===== src/rtl/hazard_pkg.sv =====
// Shared constants and types for the hazard/stall controller.
package hazard_pkg;

    localparam int unsigned UNIT_LSU          = 0;
    localparam int unsigned UNIT_MUL          = 1;
    localparam int unsigned DEFAULT_NUM_UNITS = 2;

    // Bit i set makes unit i blocking; wider than any practical unit count.
    localparam logic [31:0] DEFAULT_BLOCKING_MASK = 32'h0000_0001;

    typedef enum logic {
        UNIT_IDLE = 1'b0,
        UNIT_BUSY = 1'b1
    } unit_state_e;

endpackage


===== src/rtl/hazard_scoreboard_if.sv =====
// Pipeline status in, stall/flush/forward controls out.
interface hazard_scoreboard_if #(
    parameter int unsigned NUM_UNITS = 2,
    parameter int unsigned REG_AW    = 5
);
    localparam int unsigned NUM_REGS = 1 << REG_AW;

    logic                 exe_valid;
    logic [REG_AW-1:0]    exe_rs1_addr;
    logic [REG_AW-1:0]    exe_rs2_addr;
    logic [REG_AW-1:0]    exe_rd_addr;
    logic                 exe_use_rs1;
    logic                 exe_use_rs2;
    logic                 exe_rd_wr;
    logic [NUM_UNITS-1:0] exe_unit_req;
    logic                 exe_new_pc_req;
    logic [NUM_UNITS-1:0] unit_ack;
    logic [REG_AW-1:0]    lsu_rd_addr;
    logic                 lsu_rd_wr;
    logic                 lsu_late;
    logic [REG_AW-1:0]    wrb_rd_addr;
    logic                 wrb_rd_wr;
    logic                 wrb_sb_clr;
    logic                 csr_new_pc_req;
    logic                 csr_wfi_req;

    logic                 fwd_lsu_rs1;
    logic                 fwd_lsu_rs2;
    logic                 fwd_wrb_rs1;
    logic                 fwd_wrb_rs2;
    logic                 pipe_stall;
    logic                 exe2lsu_stall;
    logic                 if2id_flush;
    logic                 id2exe_flush;
    logic                 exe2lsu_flush;
    logic                 lsu_flush;
    logic                 exe_new_pc_out;
    logic                 csr_new_pc_out;
    logic [NUM_UNITS-1:0] unit_busy;
    logic [NUM_REGS-1:0]  sb_busy;
    logic                 stall_timeout;

    // Pipeline side: drives status, consumes controls.
    modport master (
        output exe_valid, exe_rs1_addr, exe_rs2_addr, exe_rd_addr,
               exe_use_rs1, exe_use_rs2, exe_rd_wr, exe_unit_req, exe_new_pc_req,
               unit_ack, lsu_rd_addr, lsu_rd_wr, lsu_late,
               wrb_rd_addr, wrb_rd_wr, wrb_sb_clr, csr_new_pc_req, csr_wfi_req,
        input  fwd_lsu_rs1, fwd_lsu_rs2, fwd_wrb_rs1, fwd_wrb_rs2,
               pipe_stall, exe2lsu_stall, if2id_flush, id2exe_flush,
               exe2lsu_flush, lsu_flush, exe_new_pc_out, csr_new_pc_out,
               unit_busy, sb_busy, stall_timeout
    );

    // Controller side.
    modport slave (
        input  exe_valid, exe_rs1_addr, exe_rs2_addr, exe_rd_addr,
               exe_use_rs1, exe_use_rs2, exe_rd_wr, exe_unit_req, exe_new_pc_req,
               unit_ack, lsu_rd_addr, lsu_rd_wr, lsu_late,
               wrb_rd_addr, wrb_rd_wr, wrb_sb_clr, csr_new_pc_req, csr_wfi_req,
        output fwd_lsu_rs1, fwd_lsu_rs2, fwd_wrb_rs1, fwd_wrb_rs2,
               pipe_stall, exe2lsu_stall, if2id_flush, id2exe_flush,
               exe2lsu_flush, lsu_flush, exe_new_pc_out, csr_new_pc_out,
               unit_busy, sb_busy, stall_timeout
    );

endinterface


===== src/rtl/mc_unit_tracker.sv =====
// Tracks whether one multi-cycle unit has work in flight.
module mc_unit_tracker
    import hazard_pkg::*;
(
    input  logic clk,
    input  logic rst_n,
    input  logic acc_i,
    input  logic ack_i,
    input  logic flush_i,
    output logic busy_o
);

    unit_state_e state_q, state_d;

    // State register.
    always_ff @(posedge clk or negedge rst_n) begin
        if (!rst_n) state_q <= UNIT_IDLE;
        else        state_q <= state_d;
    end

    // Start on an accepted request unless it completes immediately; flush squashes.
    always_comb begin
        state_d = state_q;
        unique case (state_q)
            UNIT_IDLE: if (acc_i && !ack_i) state_d = UNIT_BUSY;
            UNIT_BUSY: if (ack_i)           state_d = UNIT_IDLE;
        endcase
        if (flush_i) state_d = UNIT_IDLE;
    end

    assign busy_o = (state_q == UNIT_BUSY);

endmodule


===== src/rtl/hazard_scoreboard.sv =====
// Forwarding, hazard detection and stall/flush control beside the pipeline registers.
module hazard_scoreboard
    import hazard_pkg::*;
#(
    parameter int unsigned          NUM_UNITS     = DEFAULT_NUM_UNITS,
    parameter logic [NUM_UNITS-1:0] BLOCKING_MASK = NUM_UNITS'(DEFAULT_BLOCKING_MASK),
    parameter int unsigned          REG_AW        = 5,
    parameter int unsigned          WDOG_W        = 8
) (
    input logic                clk,
    input logic                rst_n,
    hazard_scoreboard_if.slave hz
);

    localparam int unsigned NUM_REGS = 1 << REG_AW;

    logic lsu_hit_rs1, lsu_hit_rs2, wrb_hit_rs1, wrb_hit_rs2;
    logic ld_use_raw, ld_use, sb_hazard, struct_hazard;
    logic busy_stall, pre_stall, blk_stall, pipe_stall;
    logic flush_lsu, redirect, front_flush;
    logic [NUM_UNITS-1:0] unit_busy, acc_blk, acc_nb, acc;
    logic [NUM_REGS-1:0]  sb_q, sb_d;
    logic [WDOG_W-1:0]    wdog_q, wdog_d;
    logic                 timeout_q, timeout_d;

    // Operand matches against the LSU and WRB destinations; x0 never matches.
    assign lsu_hit_rs1 = (hz.exe_rs1_addr != '0) & (hz.exe_rs1_addr == hz.lsu_rd_addr) & hz.lsu_rd_wr;
    assign lsu_hit_rs2 = (hz.exe_rs2_addr != '0) & (hz.exe_rs2_addr == hz.lsu_rd_addr) & hz.lsu_rd_wr;
    assign wrb_hit_rs1 = (hz.exe_rs1_addr != '0) & (hz.exe_rs1_addr == hz.wrb_rd_addr) & hz.wrb_rd_wr;
    assign wrb_hit_rs2 = (hz.exe_rs2_addr != '0) & (hz.exe_rs2_addr == hz.wrb_rd_addr) & hz.wrb_rd_wr;

    assign ld_use_raw = hz.exe_valid & hz.lsu_late &
                        ((lsu_hit_rs1 & hz.exe_use_rs1) | (lsu_hit_rs2 & hz.exe_use_rs2));

    assign sb_hazard = hz.exe_valid & ((hz.exe_use_rs1 & sb_q[hz.exe_rs1_addr]) |
                                       (hz.exe_use_rs2 & sb_q[hz.exe_rs2_addr]) |
                                       (hz.exe_rd_wr   & sb_q[hz.exe_rd_addr]));

    assign struct_hazard = hz.exe_valid & (|(hz.exe_unit_req & unit_busy & ~BLOCKING_MASK));
    assign flush_lsu     = hz.csr_new_pc_req | hz.csr_wfi_req;

    // A blocking request stalls the very instruction that issues it, so its
    // acceptance is judged against every other stall source to avoid a loop.
    assign busy_stall = |(unit_busy & BLOCKING_MASK & ~hz.unit_ack);
    assign pre_stall  = busy_stall | ld_use_raw | sb_hazard | struct_hazard;
    assign acc_blk    = {NUM_UNITS{hz.exe_valid & ~pre_stall & ~flush_lsu}} & hz.exe_unit_req & BLOCKING_MASK;
    assign blk_stall  = |((unit_busy | acc_blk) & BLOCKING_MASK & ~hz.unit_ack);
    assign pipe_stall = blk_stall | pre_stall;
    assign ld_use     = ld_use_raw & ~blk_stall;

    assign redirect    = hz.exe_new_pc_req & ~pipe_stall;
    assign front_flush = redirect | flush_lsu;
    assign acc_nb      = {NUM_UNITS{hz.exe_valid & ~pipe_stall & ~front_flush}} & hz.exe_unit_req & ~BLOCKING_MASK;
    assign acc         = acc_blk | acc_nb;

    // One busy tracker per multi-cycle unit.
    for (genvar gi = 0; gi < int'(NUM_UNITS); gi++) begin : g_unit
        mc_unit_tracker u_trk (
            .clk     (clk),
            .rst_n   (rst_n),
            .acc_i   (acc[gi]),
            .ack_i   (hz.unit_ack[gi]),
            .flush_i (flush_lsu),
            .busy_o  (unit_busy[gi])
        );
    end

    // Scoreboard next state: retire clear first so a same-cycle set wins.
    always_comb begin
        sb_d = sb_q;
        if (hz.wrb_sb_clr & hz.wrb_rd_wr) sb_d[hz.wrb_rd_addr] = 1'b0;
        if ((|acc_nb) & hz.exe_rd_wr & (hz.exe_rd_addr != '0)) sb_d[hz.exe_rd_addr] = 1'b1;
        if (flush_lsu) sb_d = '0;
        sb_d[0] = 1'b0;
    end

    // Watchdog counts consecutive stalled cycles and latches a sticky timeout.
    always_comb begin
        wdog_d    = wdog_q;
        timeout_d = timeout_q;
        if (flush_lsu | ~pipe_stall) wdog_d = '0;
        else if (wdog_q != '1)       wdog_d = wdog_q + WDOG_W'(1);
        if (wdog_d == '1)            timeout_d = 1'b1;
    end

    // Registered scoreboard and watchdog state.
    always_ff @(posedge clk or negedge rst_n) begin
        if (!rst_n) begin
            sb_q      <= '0;
            wdog_q    <= '0;
            timeout_q <= 1'b0;
        end else begin
            sb_q      <= sb_d;
            wdog_q    <= wdog_d;
            timeout_q <= timeout_d;
        end
    end

    assign hz.fwd_lsu_rs1    = lsu_hit_rs1 & ~hz.lsu_late;
    assign hz.fwd_lsu_rs2    = lsu_hit_rs2 & ~hz.lsu_late;
    assign hz.fwd_wrb_rs1    = wrb_hit_rs1;
    assign hz.fwd_wrb_rs2    = wrb_hit_rs2;
    assign hz.pipe_stall     = pipe_stall;
    assign hz.exe2lsu_stall  = blk_stall;
    assign hz.if2id_flush    = front_flush;
    assign hz.id2exe_flush   = front_flush;
    assign hz.exe2lsu_flush  = ((ld_use | sb_hazard | struct_hazard) & ~blk_stall) | flush_lsu;
    assign hz.lsu_flush      = flush_lsu;
    assign hz.exe_new_pc_out = redirect & ~hz.csr_new_pc_req;
    assign hz.csr_new_pc_out = hz.csr_new_pc_req;
    assign hz.unit_busy      = unit_busy;
    assign hz.sb_busy        = sb_q;
    assign hz.stall_timeout  = timeout_q;

endmodule

===== src/flat_wrapper.sv =====
// flat-port wrapper written by rule: the top's interface ports become plain ports
module hazard_scoreboard_flat import hazard_pkg::*;
#(
    parameter int unsigned          NUM_UNITS     = DEFAULT_NUM_UNITS,
    parameter logic [NUM_UNITS-1:0] BLOCKING_MASK = NUM_UNITS'(DEFAULT_BLOCKING_MASK),
    parameter int unsigned          REG_AW        = 5,
    parameter int unsigned          WDOG_W        = 8
)
  (clk, rst_n, hz_exe_valid, hz_exe_rs1_addr, hz_exe_rs2_addr, hz_exe_rd_addr, hz_exe_use_rs1, hz_exe_use_rs2, hz_exe_rd_wr, hz_exe_unit_req, hz_exe_new_pc_req, hz_unit_ack, hz_lsu_rd_addr, hz_lsu_rd_wr, hz_lsu_late, hz_wrb_rd_addr, hz_wrb_rd_wr, hz_wrb_sb_clr, hz_csr_new_pc_req, hz_csr_wfi_req, hz_fwd_lsu_rs1, hz_fwd_lsu_rs2, hz_fwd_wrb_rs1, hz_fwd_wrb_rs2, hz_pipe_stall, hz_exe2lsu_stall, hz_if2id_flush, hz_id2exe_flush, hz_exe2lsu_flush, hz_lsu_flush, hz_exe_new_pc_out, hz_csr_new_pc_out, hz_unit_busy, hz_sb_busy, hz_stall_timeout);
  hazard_scoreboard_if #(.NUM_UNITS(NUM_UNITS), .REG_AW(REG_AW)) hz_i ();
  input logic clk;
  input logic rst_n;
  input wire logic [$bits(hz_i.exe_valid)-1:0] hz_exe_valid;
  input wire logic [$bits(hz_i.exe_rs1_addr)-1:0] hz_exe_rs1_addr;
  input wire logic [$bits(hz_i.exe_rs2_addr)-1:0] hz_exe_rs2_addr;
  input wire logic [$bits(hz_i.exe_rd_addr)-1:0] hz_exe_rd_addr;
  input wire logic [$bits(hz_i.exe_use_rs1)-1:0] hz_exe_use_rs1;
  input wire logic [$bits(hz_i.exe_use_rs2)-1:0] hz_exe_use_rs2;
  input wire logic [$bits(hz_i.exe_rd_wr)-1:0] hz_exe_rd_wr;
  input wire logic [$bits(hz_i.exe_unit_req)-1:0] hz_exe_unit_req;
  input wire logic [$bits(hz_i.exe_new_pc_req)-1:0] hz_exe_new_pc_req;
  input wire logic [$bits(hz_i.unit_ack)-1:0] hz_unit_ack;
  input wire logic [$bits(hz_i.lsu_rd_addr)-1:0] hz_lsu_rd_addr;
  input wire logic [$bits(hz_i.lsu_rd_wr)-1:0] hz_lsu_rd_wr;
  input wire logic [$bits(hz_i.lsu_late)-1:0] hz_lsu_late;
  input wire logic [$bits(hz_i.wrb_rd_addr)-1:0] hz_wrb_rd_addr;
  input wire logic [$bits(hz_i.wrb_rd_wr)-1:0] hz_wrb_rd_wr;
  input wire logic [$bits(hz_i.wrb_sb_clr)-1:0] hz_wrb_sb_clr;
  input wire logic [$bits(hz_i.csr_new_pc_req)-1:0] hz_csr_new_pc_req;
  input wire logic [$bits(hz_i.csr_wfi_req)-1:0] hz_csr_wfi_req;
  output wire logic [$bits(hz_i.fwd_lsu_rs1)-1:0] hz_fwd_lsu_rs1;
  output wire logic [$bits(hz_i.fwd_lsu_rs2)-1:0] hz_fwd_lsu_rs2;
  output wire logic [$bits(hz_i.fwd_wrb_rs1)-1:0] hz_fwd_wrb_rs1;
  output wire logic [$bits(hz_i.fwd_wrb_rs2)-1:0] hz_fwd_wrb_rs2;
  output wire logic [$bits(hz_i.pipe_stall)-1:0] hz_pipe_stall;
  output wire logic [$bits(hz_i.exe2lsu_stall)-1:0] hz_exe2lsu_stall;
  output wire logic [$bits(hz_i.if2id_flush)-1:0] hz_if2id_flush;
  output wire logic [$bits(hz_i.id2exe_flush)-1:0] hz_id2exe_flush;
  output wire logic [$bits(hz_i.exe2lsu_flush)-1:0] hz_exe2lsu_flush;
  output wire logic [$bits(hz_i.lsu_flush)-1:0] hz_lsu_flush;
  output wire logic [$bits(hz_i.exe_new_pc_out)-1:0] hz_exe_new_pc_out;
  output wire logic [$bits(hz_i.csr_new_pc_out)-1:0] hz_csr_new_pc_out;
  output wire logic [$bits(hz_i.unit_busy)-1:0] hz_unit_busy;
  output wire logic [$bits(hz_i.sb_busy)-1:0] hz_sb_busy;
  output wire logic [$bits(hz_i.stall_timeout)-1:0] hz_stall_timeout;
  assign hz_i.exe_valid = hz_exe_valid;
  assign hz_i.exe_rs1_addr = hz_exe_rs1_addr;
  assign hz_i.exe_rs2_addr = hz_exe_rs2_addr;
  assign hz_i.exe_rd_addr = hz_exe_rd_addr;
  assign hz_i.exe_use_rs1 = hz_exe_use_rs1;
  assign hz_i.exe_use_rs2 = hz_exe_use_rs2;
  assign hz_i.exe_rd_wr = hz_exe_rd_wr;
  assign hz_i.exe_unit_req = hz_exe_unit_req;
  assign hz_i.exe_new_pc_req = hz_exe_new_pc_req;
  assign hz_i.unit_ack = hz_unit_ack;
  assign hz_i.lsu_rd_addr = hz_lsu_rd_addr;
  assign hz_i.lsu_rd_wr = hz_lsu_rd_wr;
  assign hz_i.lsu_late = hz_lsu_late;
  assign hz_i.wrb_rd_addr = hz_wrb_rd_addr;
  assign hz_i.wrb_rd_wr = hz_wrb_rd_wr;
  assign hz_i.wrb_sb_clr = hz_wrb_sb_clr;
  assign hz_i.csr_new_pc_req = hz_csr_new_pc_req;
  assign hz_i.csr_wfi_req = hz_csr_wfi_req;
  assign hz_fwd_lsu_rs1 = hz_i.fwd_lsu_rs1;
  assign hz_fwd_lsu_rs2 = hz_i.fwd_lsu_rs2;
  assign hz_fwd_wrb_rs1 = hz_i.fwd_wrb_rs1;
  assign hz_fwd_wrb_rs2 = hz_i.fwd_wrb_rs2;
  assign hz_pipe_stall = hz_i.pipe_stall;
  assign hz_exe2lsu_stall = hz_i.exe2lsu_stall;
  assign hz_if2id_flush = hz_i.if2id_flush;
  assign hz_id2exe_flush = hz_i.id2exe_flush;
  assign hz_exe2lsu_flush = hz_i.exe2lsu_flush;
  assign hz_lsu_flush = hz_i.lsu_flush;
  assign hz_exe_new_pc_out = hz_i.exe_new_pc_out;
  assign hz_csr_new_pc_out = hz_i.csr_new_pc_out;
  assign hz_unit_busy = hz_i.unit_busy;
  assign hz_sb_busy = hz_i.sb_busy;
  assign hz_stall_timeout = hz_i.stall_timeout;
  hazard_scoreboard #(.NUM_UNITS(NUM_UNITS), .BLOCKING_MASK(BLOCKING_MASK), .REG_AW(REG_AW), .WDOG_W(WDOG_W)) u_core (.clk(clk), .rst_n(rst_n), .hz(hz_i));
endmodule

===== config.mk =====
export PLATFORM = sky130hd
export DESIGN_NAME = hazard_scoreboard_flat
export DESIGN_NICKNAME = d
export VERILOG_FILES = /design/src/rtl/hazard_pkg.sv /design/src/rtl/hazard_scoreboard_if.sv /design/src/rtl/mc_unit_tracker.sv /design/src/rtl/hazard_scoreboard.sv /design/src/flat_wrapper.sv
export SDC_FILE = /design/constraint.sdc
export NUM_CORES = 1
export LEC_CHECK = 0
export ABC_AREA = 0
export CAP_MARGIN = 40
export CELL_PAD_IN_SITES_DETAIL_PLACEMENT = 2
export CELL_PAD_IN_SITES_GLOBAL_PLACEMENT = 2
export CORE_UTILIZATION = 27
export CTS_CLUSTER_SIZE = 14
export DETAILED_ROUTE_END_ITERATION = 12
export GPL_TIMING_DRIVEN = 0
export PLACE_DENSITY = 0.82
export SYNTH_ARGS = -nofsm -noshare
export SYNTH_HDL_FRONTEND = slang
export SYNTH_HIERARCHICAL = 1
export SYNTH_SLANG_ARGS = --single-unit

===== constraint.sdc =====
create_clock -name clk -period 3.1 [get_ports clk]
set_clock_uncertainty 0.15 [all_clocks]
set_input_delay 0.62 -clock clk [delete_from_list [all_inputs] [get_ports clk]]
set_output_delay 0.62 -clock clk [all_outputs]
set_load 0.1 [all_outputs]

# [After elaboration in Yosys (flattened, before gate mapping)]
# Index checks and enable logic that the tools add are counted.
# Widths: inputs -> output; s select.
[classes] n_addsub=1 n_lt_le_gt_ge=6 eq_ne=6 mux=23 bitwise_logic=63 n_reduce_logical=11
[op_table] operator="$mux 32" count=3
[op_table] operator="$and 32x32->32" count=1
[op_table] operator="$not 32->32" count=1
[op_table] operator="$or 32x32->32" count=1
[op_table] operator="$and 1x1->1" count=31
[op_table] operator="$lt 5x6->1 const B" count=4
[op_table] operator="$eq 5x5->1" count=4
[op_table] operator="$mux 8" count=2
[op_table] operator="$bmux 1 s5" count=3
[op_table] operator="$reduce_bool 5->1" count=3
[op_table] operator="$or 1x1->1" count=14
[op_table] operator="$mux 1" count=11
[op_table] operator="$demux 1 s5" count=2
[op_table] operator="$ge 5x1->1 const B" count=2
[op_table] operator="$not 1->1" count=9
[op_table] operator="$add 8x1->8 const B" count=1
[op_table] operator="$eq 8x8->1 const B" count=1
[op_table] operator="$ne 8x8->1 const B" count=1
[op_table] operator="$and 1x2->2" count=2
[op_table] operator="$and 2x2->2" count=2
[op_table] operator="$logic_and 1x1->1" count=4
[op_table] operator="$pmux 1 s2" count=2
[op_table] operator="$reduce_or 2->1" count=2
[op_table] operator="$logic_not 1->1" count=2
[op_table] operator="other kinds (2)" count=2
[word_totals] ff_bits=42 elab_cells=115

# [Longest topological paths before layout]
[logic_depth] ltp_word=28 ltp_mapped=12 ltp_nobuf=9

# [Hierarchy]
# Netlist, hierarchy kept.
[modules_own_cells] module="hazard_scoreboard" instances=1 cells_each=373 area_per_inst_um2=3377.0
[modules_own_cells] module="mc_unit_tracker" instances=2 cells_each=3 area_per_inst_um2=38.8

# [Least setup slack after synthesis]
# OpenSTA, ideal clock, no wires.
[synth_timing] path_kind="register to output" from="reg u_core.sb_q[26] (netlist: u_core/hz.sb_busy[26])" to="out hz_if2id_flush" arrival_time_ps=5243 required_time_ps=2330 setup_slack_ps=-2913 stages_incl_launch_ff=11 path_cell_list="dfrtp_1 -> mux4_1 -> nor2b_1 -> a2111oi_2 -> or4_1 -> o211a_4 -> o211a_4 -> inv_4 -> buf_6 -> o21ai_0 -> buf_4"
[synth_via] elab_chain_cells=19
[synth_rtl] element="from (decl)" line_no="hazard_scoreboard.sv:22" rtl="logic [NUM_REGS-1:0] sb_q, sb_d;"
[synth_rtl] element="from (signal assigned)" line_no="hazard_scoreboard.sv:89" rtl="sb_q <= '0;"
[synth_rtl] element="from (signal assigned)" line_no="hazard_scoreboard.sv:93" rtl="sb_q <= sb_d;"
[synth_rtl] element="$bmux 1 s5, on equally long branches" line_no="hazard_scoreboard.sv:35, hazard_scoreboard.sv:36"
[synth_rtl] element="$mux 1, on equally long branches" line_no="hazard_scoreboard.sv:35, hazard_scoreboard.sv:36"
[synth_rtl] element="$and 1x1->1, on equally long branches" line_no="hazard_scoreboard.sv:35, hazard_scoreboard.sv:36"
[synth_rtl] element="$or 1x1->1" line_no="hazard_scoreboard.sv:35" rtl="assign sb_hazard = hz.exe_valid & ((hz.exe_use_rs1 & sb_q[hz.exe_rs1_addr]) |"
[synth_rtl] element="$or 1x1->1 *" line_no="hazard_scoreboard.sv:36" rtl="(hz.exe_use_rs2 & sb_q[hz.exe_rs2_addr]) |"
[synth_rtl] element="$and 1x1->1 *" line_no="hazard_scoreboard.sv:35"
[synth_rtl] element="$or 1x1->1 * (2 in series)" line_no="hazard_scoreboard.sv:45" rtl="assign pre_stall = busy_stall | ld_use_raw | sb_hazard | struct_hazard;"
[synth_rtl] element="$not 1->1" line_no="hazard_scoreboard.sv:46" rtl="assign acc_blk = {NUM_UNITS{hz.exe_valid & ~pre_stall & ~flush_lsu}} & hz.exe_unit_req & BLOCKING_MASK;"
[synth_rtl] element="$and 1x1->1 (3 in series)" line_no="hazard_scoreboard.sv:46"
[synth_rtl] element="$or 1x1->1" line_no="hazard_scoreboard.sv:47" rtl="assign blk_stall = |((unit_busy | acc_blk) & BLOCKING_MASK & ~hz.unit_ack);"
[synth_rtl] element="$and 1x2->2" line_no="hazard_scoreboard.sv:47"
[synth_rtl] element="$reduce_or 2->1" line_no="hazard_scoreboard.sv:47"
[synth_rtl] element="$or 1x1->1 *" line_no="hazard_scoreboard.sv:48" rtl="assign pipe_stall = blk_stall | pre_stall;"
[synth_rtl] element="net hz_pipe_stall" line_no="flat_wrapper.sv:35" rtl="output wire logic [$bits(hz_i.pipe_stall)-1:0] hz_pipe_stall;"
[synth_rtl] element="$not 1->1 *" line_no="hazard_scoreboard.sv:51" rtl="assign redirect = hz.exe_new_pc_req & ~pipe_stall;"
[synth_rtl] element="$and 1x1->1 *" line_no="hazard_scoreboard.sv:51"
[synth_rtl] element="$or 1x1->1 *" line_no="hazard_scoreboard.sv:52" rtl="assign front_flush = redirect | flush_lsu;"
[synth_rtl] element="to (decl)" line_no="flat_wrapper.sv:37" rtl="output wire logic [$bits(hz_i.if2id_flush)-1:0] hz_if2id_flush;"
# The timed path passes the listed nets; every way through them passes the cells marked *. The select of a mux whose other input is x is not followed.

# [Final worst setup path]
[layout_timing] from="reg u_core.sb_q[29] (netlist: u_core/hz.sb_busy[29])" to="out hz_exe_new_pc_out"
[layout_via] elab_chain_cells=19
[layout_rtl] element="$bmux 1 s5, on equally long branches" line_no="hazard_scoreboard.sv:35, hazard_scoreboard.sv:36"
[layout_rtl] element="$mux 1, on equally long branches" line_no="hazard_scoreboard.sv:35, hazard_scoreboard.sv:36"
[layout_rtl] element="$and 1x1->1, on equally long branches" line_no="hazard_scoreboard.sv:35, hazard_scoreboard.sv:36"
[layout_rtl] element="$or 1x1->1" line_no="hazard_scoreboard.sv:35"
[layout_rtl] element="$or 1x1->1 *" line_no="hazard_scoreboard.sv:36"
[layout_rtl] element="$and 1x1->1 *" line_no="hazard_scoreboard.sv:35"
[layout_rtl] element="$or 1x1->1 * (2 in series)" line_no="hazard_scoreboard.sv:45"
[layout_rtl] element="$not 1->1" line_no="hazard_scoreboard.sv:46"
[layout_rtl] element="$and 1x1->1 (3 in series)" line_no="hazard_scoreboard.sv:46"
[layout_rtl] element="$or 1x1->1" line_no="hazard_scoreboard.sv:47"
[layout_rtl] element="$and 1x2->2" line_no="hazard_scoreboard.sv:47"
[layout_rtl] element="$reduce_or 2->1" line_no="hazard_scoreboard.sv:47"
[layout_rtl] element="$or 1x1->1 *" line_no="hazard_scoreboard.sv:48"
[layout_rtl] element="$not 1->1 *" line_no="hazard_scoreboard.sv:51"
[layout_rtl] element="$and 1x1->1 *" line_no="hazard_scoreboard.sv:51"
[layout_rtl] element="$and 1x1->1 *" line_no="hazard_scoreboard.sv:109" rtl="assign hz.exe_new_pc_out = redirect & ~hz.csr_new_pc_req;"
[layout_rtl] element="to (decl)" line_no="flat_wrapper.sv:41" rtl="output wire logic [$bits(hz_i.exe_new_pc_out)-1:0] hz_exe_new_pc_out;"
# Mark *: on every way between the ends. The rest lies on a longest branch, timed or not. The select of a mux whose other input is x is not followed.

==> results.yml <==
timing:
  maxSlewViolCount: 0
  final.period_utilization_pct: 119
  worst_slack_ns: -0.584
  setup-violations-final: 6
  worst_slew_pin_slew_ns: 0.758
  slew_headroom_pct: 49.5
  fmax_mhz: 271
  rsz0062_at_grt: "yes"
  period_minus_slack_ns: 3.68
  hold_viol_final: 0
pwr:
  net-switching-power_w: 0.000514
  combPwrFrac_pct: 29.5
  ir_worst_vdd_mv: 0.225
  power.leakage_nw: 2.29
  internal-power_w: 0.00114
  swShare_pct: 31.1
  power_frac_clock_pct: 37.2
  p_per_area_nw_per_um2: 276
  p_seq_share_pct: 33.3
clocking:
  clockBufferDepth: 2
  root_buffer: "clkbuf_16"
  cts_sinks: 42
  cts_buffers: 5
  clock_latency_ns: 0.29
  ctsHoldBuffers: 0
  clk_pin_slew_ns: 0.06
  htreeDepth: 2
  cts_tree: "yes"
worst_hold_path:
  hp-class: "input pin to async pin"
critical_path:
  arrival_ns: 2.91
  r2r-start: "u_core/hz.sb_busy[29]"
  cp-start-kind: "flip-flop"
  reg2regPathDepth: 10
  cp-startpoint: "u_core/hz.sb_busy[29]"
  crit_type: "flip-flop to output port"
  cp-end-kind: "output port"
  worst_ep_required_time_ns: 2.33
  cp_max_fo: 5
drt:
  via_per_inst: 5.83
  drt_wl_total_um: 18800
  firstDrtPassIters: 5
  drt_iter0_markers: 280
  ant_nets: 0
  avgRoutedWirePerCell_um: 26.6
  drc: 0
  via_count: 4114
place:
  place_hpwl_um: 12800
  gp_congestion: 0.835
  place_ws_ns: -1.79
  placed_cells: 673
  port_buffers: 79
logic_synthesis:
  synth-simple-area-share_pct: 20.4
  yosysUniqueCellTypes: 61
  async_flop_share_pct: 100
  netlist_area_um2: 3450
  seq_area_frac_synth_pct: 30.4
  ys_ff_latch: 42
  syn_nets: 422
  synth_edf_count: 0
  synthMuxAreaShare_pct: 15.7
  synthAdderAreaFrac_pct: 0.362
  syn_avg_cell_area_um2: 9.11
  yosysWarnings: 6
  synth_top_family_by_area: "compound AO/OA/AOI/OAI gates"
  synthFlopType: "dfrtp_1"
  syn-instance-count: 379
  synth_compound_area_share_pct: 21.7
  synthXorXnorAreaFrac_pct: 6.08
final_layout:
  antenna_cells: 0
  final_cell_mix: "clkdlybuf4s50_1, buf_8, buf_4, o211ai_1, nand2_1"
  layout_commonest_cell: "clkdlybuf4s50_1"
  drive_gt1_share_pct: 37.9
  nets: 580
  fin_cells: 706
  areaGrowthSynthToFinish_pct: 73.1
global_route:
  grt_pass1_vias: 4621
  grt.total_usage_pct: 28.5
  grt_pass1_wl_um: 28000
  overflow: 0
  antenna_found_initial: 0
  grt_max_degree: 28
die:
  ios: 89
  initial_core_util_pct: 28.2
  die_area_um2: 13300
  fp.dieW_um: 115
  num_rows: 40
  core_area_um2: 12300
  die_h_um: 115
outcome:
  status: "finished with violations"
  violations: "negative setup slack"
flow_run:
  maxCapViolations: 0
layout make-up:
class | instances | area, um^2
buffer | 29 | 274
tap | 168 | 210
clock inverter | 2 | 37.5
fill | 1264 | 6280
timing repair buffer | 151 | 1740
clock buffer | 6 | 129
sequential | 42 | 1100
multi-input combinational | 301 | 2450
inverter | 7 | 35.0
per-layer routing:
metal | global-route usage, % | vias to the layer above | share of wire, %
li1 | - | 1764 | -
met4 | 14.5 | 0 | 4.0
met2 | 53.9 | 188 | 54
met3 | 4.43 | 58 | 4.6
met5 | 0 | - | 0
met1 | 30.7 | 2104 | 37
synthesized netlist by cell type (all sizes together) (7+ instances only):
master | instances | area [um^2]
dfrtp | 42 | 1050
o211ai | 33 | 248
o21ai | 33 | 165
nand2 | 32 | 120
mux2i | 29 | 290
xnor2 | 18 | 158
clkbuf | 16 | 60.1
nor2 | 15 | 56.3
buf | 13 | 92.6
nand3 | 12 | 60.1
nor3 | 12 | 70.1
and3 | 9 | 56.3
nand4 | 9 | 56.3
mux4 | 8 | 184
inv | 7 | 28.8
nor2b | 7 | 43.8
state kept, by name, indices dropped and copies added, names as in the netlist:
signal / cells
u_core/g_unit.u_trk/busy_o: 2
u_core/hz.sb_busy: 31
u_core/hz.stall_timeout: 1
u_core/wdog_q: 8
worst paths after layout:
path | end | slack, ns
setup / recovery | hz_exe_new_pc_out | -0.58
hold / removal | u_core/wdog_q[0] | 0.1
setup reg to reg | u_core/hz.sb_busy[16] | 0.07
hold reg to reg | u_core/hz.stall_timeout | 0.33
max in group asynchronous | u_core/hz.sb_busy[28] | 2.16
min in group clk | u_core/hz.stall_timeout | 0.33
critical path: stages, from the launching register on:
cell       delay, ns
dfrtp_4         0.51
mux4_2          0.51
a2111oi_4       0.37
or4_1           0.19
o211a_4         0.19
o211a_4         0.20
inv_6           0.04
buf_12          0.12
buf_12          0.12
nor3_4          0.16
buf_12          0.20
stage by stage:
step                      instance area (um^2)  hold WS (ns)  utilization (%)  setup TNS [ns]  power [W]
final                                     5980        0.0981             48.8           -3.27    0.00165
after global routing                      5980         0.123             48.8           -3.64    0.00170
after CTS                                 5810         0.116             47.3           -2.60    0.00162
after detailed placement                  5340         0.315             43.6          -32.35   0.000958
after global placement                    4640         0.301             37.8          -30.97   0.000915
after floorplan                           3640         0.174                -           -4.20   0.000791
logic make-up after synthesis:
group | after synthesis
AOI/OAI and AO/OA | 104
xor gates and xnor gates | 24
adders and majority gates | 1
buffers and inverters | 36
DFF | 42
muxes | 43
other | 1
and+or+nand+nor | 128
timing repair:
action                                  in CTS  in global routing
buffers inserted                            20                 12
gates cloned                                 1                  0
endpoints found under the setup margin      47                 17
gates resized for setup                     93                 24
hold endpoints to repair                     0                  0
pin swaps                                   11                 16
power by group through the flow:
stage	combinational (W)	clock, W	sequential, W
after floorplan	0.000228	0	0.000563
after global placement	0.000355	0	0.000561
after detailed placement	0.000397	0	0.000561
after CTS	0.000455	0.000614	0.000550
after global routing	0.000508	0.000641	0.000550
final	0.000487	0.000615	0.000550
Note: power is estimated with default switching activity, not from simulation.
